### config.mk
export PLATFORM = sky130hd
export DESIGN_NAME = ex_mem_dmem
export DESIGN_NICKNAME = d
export VERILOG_FILES = /design/src/rtl/ex_mem_dmem.sv
export SDC_FILE = /design/constraint.sdc
export NUM_CORES = 1
export LEC_CHECK = 0
export CAP_MARGIN = 40
export CORE_UTILIZATION = 41
export DETAILED_ROUTE_END_ITERATION = 10
export PLACE_DENSITY = 0.85
export SLEW_MARGIN = 5
export SYNTH_ARGS = -nofsm -noshare
export SYNTH_HDL_FRONTEND = slang
export SYNTH_SLANG_ARGS = --single-unit
### constraint.sdc
create_clock -name clk_i -period 2.2 [get_ports clk_i]
set_clock_uncertainty 0.1 [all_clocks]
set_input_delay 0.44 -clock clk_i [delete_from_list [all_inputs] [get_ports clk_i]]
set_output_delay 0.44 -clock clk_i [all_outputs]
set_load 0.01 [all_outputs]
### src/rtl/ex_mem_dmem.sv
// ----------------------------------------------------------------------------
// ex_mem_dmem
// EX/MEM pipeline register merged with the data-memory access controller.
// Captures the EX-stage bundle whenever the stage is not stalled, issues a
// req/ack data-memory access for loads/stores, stalls upstream while the
// access is outstanding and presents the result bundle to MEM/WB (bubbles
// while busy).
//
// Optional build macro: MEM_TIMEOUT_EN
//   Adds a 16-bit ACCESS watchdog; after TIMEOUT_CYCLES cycles without ack the
//   access is abandoned, MemData becomes 32'hDEADBEEF, RegWrite is cleared and
//   err_o pulses for the first DONE cycle. Without it err_o is tied low.
//
// Ports:
//   clk_i, rst_n_i          clock (rising edge), async active-low reset
//   flush_i                 capture a bubble instead of the EX bundle
//   MemRead_i .. RegAddr_i  EX-stage bundle
//   stall_o                 hold PC, IF/ID and ID/EX
//   mem_req_o .. mem_wdata_o  data-memory request side
//   mem_ack_i, mem_rdata_i  data-memory completion side
//   MemtoReg_o .. RegAddr_o bundle to MEM/WB
//   err_o                   access-timeout pulse
// ----------------------------------------------------------------------------
module ex_mem_dmem #(
   parameter int unsigned TIMEOUT_CYCLES = 255
) (
   input  logic        clk_i,
   input  logic        rst_n_i,
   input  logic        flush_i,
   input  logic        MemRead_i,
   input  logic        MemWrite_i,
   input  logic        MemtoReg_i,
   input  logic        RegWrite_i,
   input  logic [31:0] ALUResult_i,
   input  logic [31:0] WriteData_i,
   input  logic [4:0]  RegAddr_i,
   output logic        stall_o,
   output logic        mem_req_o,
   output logic        mem_we_o,
   output logic [31:0] mem_addr_o,
   output logic [31:0] mem_wdata_o,
   input  logic        mem_ack_i,
   input  logic [31:0] mem_rdata_i,
   output logic        MemtoReg_o,
   output logic        RegWrite_o,
   output logic [31:0] ALUResult_o,
   output logic [31:0] MemData_o,
   output logic [4:0]  RegAddr_o,
   output logic        err_o
);

   localparam int unsigned XLEN = 32;
   localparam int unsigned RAW  = 5;

   localparam logic [1:0] ST_IDLE   = 2'd0;
   localparam logic [1:0] ST_ACCESS = 2'd1;
   localparam logic [1:0] ST_DONE   = 2'd2;

   // Reject a watchdog limit the 16-bit counter cannot represent.
   if ((TIMEOUT_CYCLES < 1) || (TIMEOUT_CYCLES > 65535)) begin : g_bad_timeout
      $error("ex_mem_dmem: TIMEOUT_CYCLES must be in 1..65535");
   end

   logic [1:0]      state_q,      state_d;
   logic            mem_read_q,   mem_read_d;
   logic            mem_write_q,  mem_write_d;
   logic            mem_to_reg_q, mem_to_reg_d;
   logic            reg_write_q,  reg_write_d;
   logic [XLEN-1:0] alu_result_q, alu_result_d;
   logic [XLEN-1:0] write_data_q, write_data_d;
   logic [RAW-1:0]  reg_addr_q,   reg_addr_d;
   logic [XLEN-1:0] mem_data_q,   mem_data_d;

`ifdef MEM_TIMEOUT_EN
   localparam int unsigned CNTW    = 16;
   // Counter value seen in the last permitted ACCESS cycle (cleared on entry).
   localparam logic [CNTW-1:0] TO_LAST = CNTW'(TIMEOUT_CYCLES - 1);

   logic [CNTW-1:0] cnt_q, cnt_d;
   logic            err_q, err_d;
`endif

   logic in_access;
   logic cap_mem_op;

   assign in_access  = (state_q == ST_ACCESS);
   // Memory op after flush gating of the EX bundle being captured.
   assign cap_mem_op = ~flush_i & (MemRead_i | MemWrite_i);

   // State and bundle registers.
   always_ff @(posedge clk_i or negedge rst_n_i) begin
      if (!rst_n_i) begin
         state_q      <= ST_IDLE;
         mem_read_q   <= 1'b0;
         mem_write_q  <= 1'b0;
         mem_to_reg_q <= 1'b0;
         reg_write_q  <= 1'b0;
         alu_result_q <= '0;
         write_data_q <= '0;
         reg_addr_q   <= '0;
         mem_data_q   <= '0;
`ifdef MEM_TIMEOUT_EN
         cnt_q        <= '0;
         err_q        <= 1'b0;
`endif
      end else begin
         state_q      <= state_d;
         mem_read_q   <= mem_read_d;
         mem_write_q  <= mem_write_d;
         mem_to_reg_q <= mem_to_reg_d;
         reg_write_q  <= reg_write_d;
         alu_result_q <= alu_result_d;
         write_data_q <= write_data_d;
         reg_addr_q   <= reg_addr_d;
         mem_data_q   <= mem_data_d;
`ifdef MEM_TIMEOUT_EN
         cnt_q        <= cnt_d;
         err_q        <= err_d;
`endif
      end
   end

   // Next-state and capture logic.
   always_comb begin
      state_d      = state_q;
      mem_read_d   = mem_read_q;
      mem_write_d  = mem_write_q;
      mem_to_reg_d = mem_to_reg_q;
      reg_write_d  = reg_write_q;
      alu_result_d = alu_result_q;
      write_data_d = write_data_q;
      reg_addr_d   = reg_addr_q;
      mem_data_d   = mem_data_q;
`ifdef MEM_TIMEOUT_EN
      cnt_d        = cnt_q;
      err_d        = 1'b0;
`endif

      case (state_q)
         ST_ACCESS: begin
            // Bundle frozen; flush_i has no effect while the access is open.
            if (mem_ack_i) begin
               if (mem_read_q) begin
                  mem_data_d = mem_rdata_i;
               end
               state_d = ST_DONE;
            end
`ifdef MEM_TIMEOUT_EN
            else if (cnt_q == TO_LAST) begin
               mem_data_d  = 32'hDEAD_BEEF;
               reg_write_d = 1'b0;
               err_d       = 1'b1;
               state_d     = ST_DONE;
            end else begin
               cnt_d = cnt_q + CNTW'(1);
            end
`endif
         end
         default: begin
            // IDLE/DONE: MEM/WB takes the held bundle while the next op loads.
            mem_read_d   = MemRead_i  & ~flush_i;
            mem_write_d  = MemWrite_i & ~flush_i;
            mem_to_reg_d = MemtoReg_i & ~flush_i;
            reg_write_d  = RegWrite_i & ~flush_i;
            alu_result_d = ALUResult_i;
            write_data_d = WriteData_i;
            reg_addr_d   = RegAddr_i;
            state_d      = cap_mem_op ? ST_ACCESS : ST_IDLE;
`ifdef MEM_TIMEOUT_EN
            cnt_d        = '0;
`endif
         end
      endcase
   end

   // Memory port: a load wins when both MemRead and MemWrite are set.
   assign stall_o     = in_access;
   assign mem_req_o   = in_access;
   assign mem_we_o    = in_access & mem_write_q & ~mem_read_q;
   assign mem_addr_o  = {alu_result_q[XLEN-1:2], 2'b00};
   assign mem_wdata_o = write_data_q;

   // MEM/WB bundle; control bits become a bubble while the access is open.
   assign MemtoReg_o  = mem_to_reg_q & ~in_access;
   assign RegWrite_o  = reg_write_q  & ~in_access;
   assign ALUResult_o = alu_result_q;
   assign MemData_o   = mem_data_q;
   assign RegAddr_o   = reg_addr_q;

`ifdef MEM_TIMEOUT_EN
   assign err_o = err_q;
`else
   assign err_o = 1'b0;
`endif

endmodule

==> results.py <==
metrics = {
    "floorplanning": {
        "fp.dieH_um": 105,
        "die-area_um2": 11000,
        "fp.dieW_um": 105,
        "io_pins": 248,
        "start_util_pct": 42.1,
        "rows": 37,
        "core_region_area_um2": 10300,
    },
    "yosys": {
        "synth.avg_cell_area_um2": 16.0,
        "ys_types": 15,
        "yosys_warnings": 0,
        "synthCells": 272,
        "yosysSeqAreaShare_pct": 61.6,
        "synth_area_um2": 4350,
        "synth_seq_cells": 107,
    },
    "place": {
        "placed_cells": 614,
        "hpwl_um": 7660,
        "post-place-ws_ns": 0.317,
        "globalplace.congestion": 0.714,
        "port_buffers": 244,
    },
    "clocking": {
        "clk_pin_slew_worst_paths_ns": 0.09,
        "clk_latency_ns": 0.35,
        "root_buffer": "clkbuf_8",
        "clkSinkCount": 107,
        "cts_tree": "built",
        "ctsLongestPathBuffers": 2,
        "cts_max_level": 3,
        "cts-buffers-inserted": 9,
    },
    "setup_path": {
        "required_ns": 1.66,
        "worst-path-max-fanout": 7,
        "critical_path.startpoint_type": "flip-flop",
        "cp.arrival_ns": 1.55,
        "critical_path_class": "reg2out",
        "critPathCaptureType": "output port",
        "rrSetupSlack_ns": 0.64,
        "r2r_cells": 3,
    },
    "worst_hold_path": {
        "whs_path_depth": 1,
        "min_path_type": "reg2reg",
    },
    "flow_run": {
        "maxCapViolations": 0,
    },
    "routing": {
        "routed_wl_um": 10000,
        "antenna_left": 0,
        "via_per_inst": 4.63,
        "drt_iter0_drc": 77,
        "routedWlPerCell_um": 15.8,
        "vias": 2930,
        "drc_errors": 0,
        "dr.pass1.iters": 4,
    },
    "layout": {
        "fin_nets": 601,
        "fin_cells": 633,
        "mostFrequentLayoutCells": "clkdlybuf4s50_1, dfrtp_1, mux2_2",
        "final_common_cell": "clkdlybuf4s50_1",
        "insertedDiodeCount": 0,
        "finish.utilization_pct": 67.0,
        "layout-drive-gt1-share_pct": 26.0,
        "areaGrowthSynthToFinish_pct": 59.2,
    },
    "global_routing": {
        "antenna_found_initial": 0,
        "grt.total_usage_pct": 19.2,
        "grt_max_degree": 48,
        "grt_pass1_wl_um": 16400,
        "grt_pass1_vias": 3217,
        "overflow": 0,
    },
    "power_and_ir_drop": {
        "power.density_nw_per_um2": 918,
        "worst_ir_drop_vdd_uv": 567,
        "p_leak_nw": 2.93,
    },
    "sta": {
        "relSlewSlack_pct": 59.0,
        "setup_viol": 0,
        "hold_viol_final": 0,
        "fmax_mhz": 479,
        "worstMarginPinSlew_ns": 0.615,
        "period_share_pct": 95.0,
        "rsz0062_at_grt": "false",
        "slew_viol_final": 0,
        "holdWs_ns": 0.413,
        "setup_tns_ns": 0,
        "worst_slack_ns": 0.111,
        "min_period_ns": 2.09,
    },
    "run_status": {
        "status": "finished, final reports clean",
    },
}
-- stage by stage --
step	power, W	instance area [µm²]
5_1_grt	0.00670	6920
3_5_place_dp	0.00524	6700
2_1_floorplan	0.00381	4360
4_1_cts	0.00644	6920
3_3_place_gp	0.00516	6700
6_report	0.00635	6920
-- registers in the layout, indices dropped and copies added, names as in the netlist --
name	count
mem_wdata_o	32
MemData_o	32
mem_to_reg_q	1
state_q	2
mem_write_q	1
mem_read_q	1
ALUResult_o	32
RegAddr_o	5
reg_write_q	1
-- cells by family (layout without fill, tap and decap cells) --
group / after synthesis / in the layout / share of synthesized area (%)
buffers and inverters: 47 / 270 / 7.91
AO/OA/AOI/OAI: 1 / 1 / 0.173
flip-flops: 107 / 107 / 61.6
other: 1 / 3 / 0.0862
AND/OR/NAND/NOR: 10 / 10 / 1.53
multiplexers: 106 / 106 / 28.7
-- layout make-up --
class / instances / area [µm²]
Timing Repair Buffer: 253 / 2530
Tap cell: 136 / 170
Sequential cell: 107 / 2680
Inverter: 1 / 3.75
Fill cell: 748 / 3400
Multi-Input combinational cell: 120 / 1340
Clock inverter: 4 / 50.0
Clock buffer: 12 / 145
-- worst paths after layout --
kind	from	to
hold / removal	mem_wdata_o[2]	mem_wdata_o[2]
setup / recovery	state_q[0]	MemtoReg_o
hold reg to reg	mem_wdata_o[2]	mem_wdata_o[2]
setup reg to reg	state_q[0]	ALUResult_o[21]
min in group asynchronous	rst_n_i	ALUResult_o[7]
max in group asynchronous	rst_n_i	ALUResult_o[13]
-- synthesized netlist by cell type --
master,n,area [µm²]
conb_1,1,3.75
mux2i_1,1,10.0
buf_6,4,45.0
buf_2,8,40.0
nand4b_1,1,8.76
mux2_4,15,225
nor3b_1,1,7.51
inv_1,1,3.75
dfrtp_1,107,2680
mux2_2,90,1010
nor2b_1,4,25.0
buf_4,34,255
o21bai_1,1,7.51
nand2b_1,1,6.26
and2_1,3,18.8
-- power by group --
group	internal [W]	switching, W
Clock	0.000557	0.000619
Combinational	0.00160	0.000835
Sequential	0.00246	0.000279
Total	0.00462	0.00173
-- per-layer routing --
| metal | GRT usage [%] | part of all wire, % | vias up |
|---|---|---|---|
| li1 | - | - | 1336 |
| met1 | 21.7 | 38 | 1426 |
| met2 | 33.9 | 51 | 149 |
| met3 | 5.93 | 7.6 | 19 |
| met4 | 7.65 | 2.5 | 0 |
| met5 | 0 | 0 | - |
-- worst max-delay path, cell delays in order, from the launching register on --
cell and delay [ns]:
dfrtp_1 0.42, nand2b_4 0.12, and2_1 0.13, clkdlybuf4s50_1 0.54
-- timing repair --
item | 4_1_cts | 5_1_grt
hold endpoints to repair | 2 | 0
buffers inserted | 2 | 0
setup endpoints to repair | 3 | 0
hold buffers | 1 | 0
gates resized for setup | 1 | 0
No activity file was read; power rests on OpenSTA's default activity.
